## config.mk

```make
export PLATFORM = sky130hd
export DESIGN_NAME = demux_1x64
export DESIGN_NICKNAME = d
export VERILOG_FILES = /design/src/rtl/demux_1x64_pkg.sv /design/src/rtl/demux_1x16.sv /design/src/rtl/demux_1x64.sv
export SDC_FILE = /design/constraint.sdc
export NUM_CORES = 1
export LEC_CHECK = 0
export ABC_AREA = 1
export BUFFER_PORTS_ARGS = -buffer_cell sky130_fd_sc_hd__buf_2
export CAP_MARGIN = 10
export CORE_AREA = 4 4 112 114
export DETAILED_ROUTE_END_ITERATION = 12
export DIE_AREA = 0 0 116 118
export GPL_TIMING_DRIVEN = 0
export PLACE_DENSITY = 0.72
export SLEW_MARGIN = 30
export SYNTH_ARGS = -nofsm -noshare
export SYNTH_HDL_FRONTEND = slang
export SYNTH_SLANG_ARGS = --single-unit
```

## constraint.sdc

```tcl
create_clock -name clk -period 10.1 [get_ports clk]
set_input_delay 2.02 -clock clk [delete_from_list [all_inputs] [get_ports clk]]
set_output_delay 2.02 -clock clk [all_outputs]
set_load 0.1 [all_outputs]
```

## src/rtl/demux_1x64_pkg.sv

```systemverilog
// Shared constants and group-decode helpers for the 1-to-64 demux.
// Imported by both the top level and the 16-bit group slice.
package demux_1x64_pkg;

    localparam int unsigned DEMUX_GRP_W   = 2;
    localparam int unsigned DEMUX_IDX_W   = 4;
    localparam int unsigned DEMUX_GRP_N   = 4;
    localparam int unsigned DEMUX_SLICE_W = 16;

    typedef logic [DEMUX_GRP_N-1:0] grp_oh_t;
    typedef logic [DEMUX_GRP_W-1:0] grp_t;
    typedef logic [DEMUX_IDX_W-1:0] idx_t;

    function automatic grp_oh_t grp_onehot(input grp_t grp);
        grp_oh_t oh;
        oh = '0;
        oh[grp] = 1'b1;
        return oh;
    endfunction

    // Inverse of grp_onehot; stage-1 keeps only the one-hot form.
    function automatic grp_t grp_index(input grp_oh_t oh);
        grp_t g;
        g = '0;
        for (int unsigned i = 0; i < DEMUX_GRP_N; i++) begin
            if (oh[i]) g = i[DEMUX_GRP_W-1:0];
        end
        return g;
    endfunction

endpackage

```

## src/rtl/demux_1x16.sv

```systemverilog
// One 16-bit group slice of the demux: owns its holding bits, its
// written mask and a registered all-written flag.
module demux_1x16
    import demux_1x64_pkg::*;
#(
    parameter int unsigned CLEAR_ON_WRITE = 0
) (
    input  logic                     clk,
    input  logic                     rst,
    input  logic                     wr_en,
    input  logic                     clear,
    input  logic                     din,
    input  idx_t                     idx,
    output logic [DEMUX_SLICE_W-1:0] slice_out,
    output logic                     slice_full
);

    logic [DEMUX_SLICE_W-1:0] written;
    logic [DEMUX_SLICE_W-1:0] out_nxt;
    logic [DEMUX_SLICE_W-1:0] written_nxt;

    always_comb begin
        out_nxt     = slice_out;
        written_nxt = written;
        if (clear) begin
            out_nxt     = '0;
            written_nxt = '0;
        end else if (wr_en) begin
            if (CLEAR_ON_WRITE != 0) out_nxt = '0;
            out_nxt[idx]     = din;
            written_nxt[idx] = 1'b1;
        end
    end

    // Flag follows the post-update mask so it rises with the last landing write.
    always_ff @(posedge clk or posedge rst) begin
        if (rst) begin
            slice_out  <= '0;
            written    <= '0;
            slice_full <= 1'b0;
        end else begin
            slice_out  <= out_nxt;
            written    <= written_nxt;
            slice_full <= &written_nxt;
        end
    end

endmodule

```

## src/rtl/demux_1x64.sv

```systemverilog
// Registered 1-to-64 bit demultiplexer: stage 1 decodes the group,
// stage 2 writes one bit into one of four 16-bit slices.
module demux_1x64
    import demux_1x64_pkg::*;
#(
    parameter int unsigned DATA_WIDTH     = 64,
    parameter int unsigned SEL_WIDTH      = 6,
    parameter int unsigned CLEAR_ON_WRITE = 0
) (
    input  logic                  clk,
    input  logic                  rst,
    input  logic                  in_valid,
    input  logic                  in,
    input  logic [SEL_WIDTH-1:0]  sel,
    input  logic                  clear,
    output logic [DATA_WIDTH-1:0] out,
    output logic                  out_valid,
    output logic [SEL_WIDTH-1:0]  out_sel,
    output logic                  full
);

    logic    s1_valid;
    logic    s1_bit;
    idx_t    s1_idx;
    grp_oh_t s1_grp_oh;

    logic [DEMUX_GRP_N-1:0] slice_full;

    always_ff @(posedge clk or posedge rst) begin
        if (rst) begin
            s1_valid  <= 1'b0;
            s1_bit    <= 1'b0;
            s1_idx    <= '0;
            s1_grp_oh <= '0;
        end else begin
            s1_valid <= in_valid;
            if (in_valid) begin
                s1_bit    <= in;
                s1_idx    <= sel[DEMUX_IDX_W-1:0];
                s1_grp_oh <= grp_onehot(sel[SEL_WIDTH-1:DEMUX_IDX_W]);
            end
        end
    end

    // A landing write coinciding with clear is dropped, so no pulse either.
    always_ff @(posedge clk or posedge rst) begin
        if (rst) begin
            out_valid <= 1'b0;
            out_sel   <= '0;
        end else begin
            out_valid <= s1_valid & ~clear;
            if (s1_valid) out_sel <= {grp_index(s1_grp_oh), s1_idx};
        end
    end

    for (genvar g = 0; g < DEMUX_GRP_N; g++) begin : g_slice
        demux_1x16 #(
            .CLEAR_ON_WRITE(CLEAR_ON_WRITE)
        ) u_slice (
            .clk        (clk),
            .rst        (rst),
            .wr_en      (s1_valid & s1_grp_oh[g] & ~clear),
            .clear      (clear),
            .din        (s1_bit),
            .idx        (s1_idx),
            .slice_out  (out[g*DEMUX_SLICE_W +: DEMUX_SLICE_W]),
            .slice_full (slice_full[g])
        );
    end

    assign full = &slice_full;

endmodule

```

Yosys cells after proc, flatten, opt, wreduce, memory -nomap -nowiden
Cells that the tools add are included.

word-level totals
  output and inout port bits = 72
  word-level logic and storage cells = 74
  memory bits (read-only) = 0
  latch bits = 0
  memories = 0
  register bits = 149
  memory bits (writable) = 0
  input port bits = 11

operators by class
  div/mod/pow operators = 0
  reductions and logical operators = 11
  muxes and demuxes = 27
  order comparisons = 4
  multiply operators = 0
  add/sub/neg operators = 0
  eq/ne operators = 0
  shift-type cells = 0
  bitwise logic cells = 14

operator list
  kind                count
  $mux 16             16
  $bwmux 16           4
  $or 16x16->16       4
  $reduce_and 16->1   4
  $and 1x1->1         9
  $reduce_bool 2->1   4
  $lt 4x5->1 const B  1
  $demux 1 s4         1
  $ge 4x1->1 const B  1
  $mux 2              2
  $reduce_and 4->1    1
  $lt 2x3->1 const B  1
  $mux 1              3
  $demux 1 s2         1
  $ge 2x1->1 const B  1
  $logic_and 1x1->1   2
  $not 1->1           1

Depth between registers and ports, before layout
  depth in word-level cells = 8
  mapped depth = 10
  mapped depth without buffers = 9

Modules after synthesis
A second synthesis with hierarchy kept.

second synthesis, totals
  cell total of the unflattened synthesis = 816
  area total of the unflattened synthesis = 6779.0 sq um

modules (own cells, without submodules)
  module      seq. area each (sq um)  cells each  times used  area an instance (sq um)
  demux_1x16  825.8                   185         4           1516.5
  demux_1x64  425.4                   76          1           713.2

Least setup slack after synthesis
Ideal clock, no wire load.

  path kind = register -> output
  from = register g_slice[0].u_slice.slice_full
  to = output full
  cell stages (with the launch flop) = 3
  path slack = 6.473 ns
  buffers on the path = 0
  data required time = 8.080 ns
  arrival time = 1.607 ns
  path through = dfrtp_1 -> nand2_1 -> nor2_1

on the way
  cells in the longest elaborated chain, start to end = 1

RTL lines
  what                    line              source
  from (decl)             demux_1x16.sv:15  output logic slice_full
  from (signal assigned)  demux_1x16.sv:44  slice_full <= &written_nxt;
  $reduce_and 4->1        demux_1x64.sv:71  assign full = &slice_full;
  to (decl)               demux_1x64.sv:19  output logic full

Every way passes these cells.

Worst setup path after layout
  from = register g_slice[2].u_slice.slice_full
  to = output full

on the way
  cells in the longest elaborated chain, start to end = 1

RTL lines
  what                    line
  from (decl)             demux_1x16.sv:15
  from (signal assigned)  demux_1x16.sv:44
  $reduce_and 4->1        demux_1x64.sv:71

Every way passes these cells.

==> qor.yml <==
sta:
  setup_ws_ns: 6.70
  fin_crit_sh_pct: 33.7
  period_minus_slack_ns: 3.40
  clock_skew_ns: 0.00454
  fmax_mhz: 294
  rsz0062_at_grt: "false"
  holdWs_ns: 0.476
  setup_viol: 0
  worst_slew_pin_slew_ns: 0.822
  final_max_slew_viol_count: 0
  tns_ns: 0
  hold_viol: 0
  max_slew_margin_pct: 45.0
worst_setup_path:
  path_max_fanout: 1
  cp.required_ns: 8.08
  startpoint_type: "register"
  slowest_stage: "buf_2"
  critPathTopFamily: "buffers and inverters"
  crit_type: "register to output port"
  cp_slowest_stage_delay_ns: 0.45
  path_buf_inv: 1
  path_cells: "nand2_1 -> nor2_1 -> buf_2"
  crit_arrival_ns: 1.38
  crit_path_end_kind: "output port"
clock_tree:
  cts-root-buf: "clkbuf_16"
  postCtsHoldBufs: 0
  cts_inserted_buffers: 17
  path_clk_slew_ns: 0.06
  cts.path.max_buffers: 2
  post_cts_resized: 0
  clkLatencyLatePin_ns: 0.43
  cts_setup_buffers: 0
  numClockSinks: 149
  cts_tree: "built"
  htreeDepth: 4
global_route:
  antenna_found_initial: 0
  grt_pass1_wl_um: 28100
  grt_overflow: 0
  grt_pass1_vias: 5324
  grt_max_degree: 78
  track_usage_pct: 27.2
route:
  via_per_inst: 5.58
  drt_pass1_iterations: 6
  drt_iter0_drc: 633
  route.detailed.drc: 0
  wl_um: 17700
  vias: 5455
  wl_per_cell_um: 18.1
  postRouteAntennaNets: 0
yosys:
  netlist_top_cells_area: "dfrtp_1 60%, nand2_1 16%, o21ai_0 9.7%"
  synth_seq_cells: 149
  seq_area_frac_synth_pct: 60.2
  yosysTopAreaCell: "dfrtp_1"
  syn-num-nets: 733
  synth_top_area_share_pct: 60.2
  synthCells: 722
  synth_area_per_cell_um2: 8.58
  ys_types: 19
  synth_area_mm2: 0.00619
  yosysWarnings: 0
floorplan:
  die_x_um: 116
  fp.dieH_um: 118
  start_util_pct: 54.2
  core_mm2: 0.0114
  ios: 83
  num_rows: 39
  dieArea_mm2: 0.0137
cells_and_area:
  layout_commonest_cell: "nand2_1"
  layout.nets: 834
  diodes: 0
  fill_cells: 959
  drive_above_1_share_pct: 16.6
  area_delta_synth_final_pct: 19.3
  final_cell_mix: "270 x nand2_1, 149 x dfrtp_1, 120 x o21ai_0, 87 x buf_2, 54 x nor2_1"
power:
  p_leak_uw: 0.00386
  powerDensity_mw_per_mm2: 190
  peakVddDrop_mv: 0.124
min_path:
  hp-class: "register to register"
flow_run:
  cap_viol_max_count: 0
placed_design:
  preCtsSetupSlack_ns: 6.65
  globalplace.congestion: 0.851
  dp_hpwl_um: 12200
  port_buffers: 81
status:
  status: "finished, final reports clean"
sequential cells by signal, indices dropped and copies added, names as in the netlist:
signal	cells
g_slice.u_slice.slice_full	4
g_slice.u_slice.slice_out	64
g_slice.u_slice.written	64
out_sel	6
out_valid	1
s1_bit	1
s1_grp_oh	4
s1_idx	4
s1_valid	1
cell type report:
type                    count  area [µm²]  area share (%)
flip-flops and latches    149        3730            50.5
multi-input cells         496        2120            28.7
clock buffers              18         439            5.95
repair buffers             82         433            5.86
inverters                  51         199            2.69
well taps                 143         179            2.42
plain buffers              26         154            2.08
clock inverters            13         135            1.83
kinds of logic after synthesis:
logic type / synth area share (%)
compound gates: 13.2
buf+inv: 5.58
flops: 60.2
simple gates: 21.0
power by group:
group          internal (µW)  total, µW  leakage, µW  switching, µW
registers                611        619      0.00205           8.29
logic                   24.2        165      0.00154            141
clock network            367        617     0.000270            251
worst register-to-register path: stages, from the launching register on:
cell and delay [ns]:
dfrtp_1 0.40, inv_1 0.15, nand2_1 0.14, nor2_1 0.65
nand2_1 0.18, nand2_1 0.10, nand2_1 0.06, nor2_1 0.10
nand2_1 0.07, nor2_1 0.12
Yosys cell counts (all sizes together):
master / instances
nand2: 274
dfrtp: 149
o21ai: 124
nor2: 59
inv: 51
a21oi: 31
buf: 15
clkbuf: 11
o22ai: 4
nand3: 2
o211ai: 1
o21bai: 1
final timing paths:
kind / from / to / slack (ns) / depth (start not counted)
setup reg to reg: s1_idx[1] / g_slice[3].u_slice.slice_full / 8.06 / 9
hold / removal: g_slice[1].u_slice.written[5] / g_slice[1].u_slice.written[5] / 0.48 / 2
max in group asynchronous: rst / g_slice[0].u_slice.slice_out[11] / 7.70 / 3
hold reg to reg: g_slice[1].u_slice.written[5] / g_slice[1].u_slice.written[5] / 0.48 / 2
min in group asynchronous: rst / g_slice[2].u_slice.slice_out[9] / 1.65 / 2
setup / recovery: g_slice[2].u_slice.slice_full / full / 6.70 / 3
through the flow:
| stage | utilization [%] | std cells | total power (µW) | instance area (µm²) |
|---|---|---|---|---|
| final | 64.7 | 978 | 1400 | 7390 |
| after global routing | 64.7 | 978 | 1440 | 7390 |
| after CTS | 64.7 | 978 | 1400 | 7390 |
| after detailed placement | 59.7 | 947 | 794 | 6810 |
| after global placement | 59.3 | 946 | 790 | 6780 |
| after floorplan | - | 722 | 749 | 6190 |
layer usage:
layer	share of wire [%]	global-route usage, %	up-vias
met5	0	0	-
met3	9.8	6.89	38
li1	-	-	2500
met2	46	41.0	279
met1	41	37.6	2638
met4	2.9	10.9	0
Note: power is estimated with default switching activity, not from simulation.
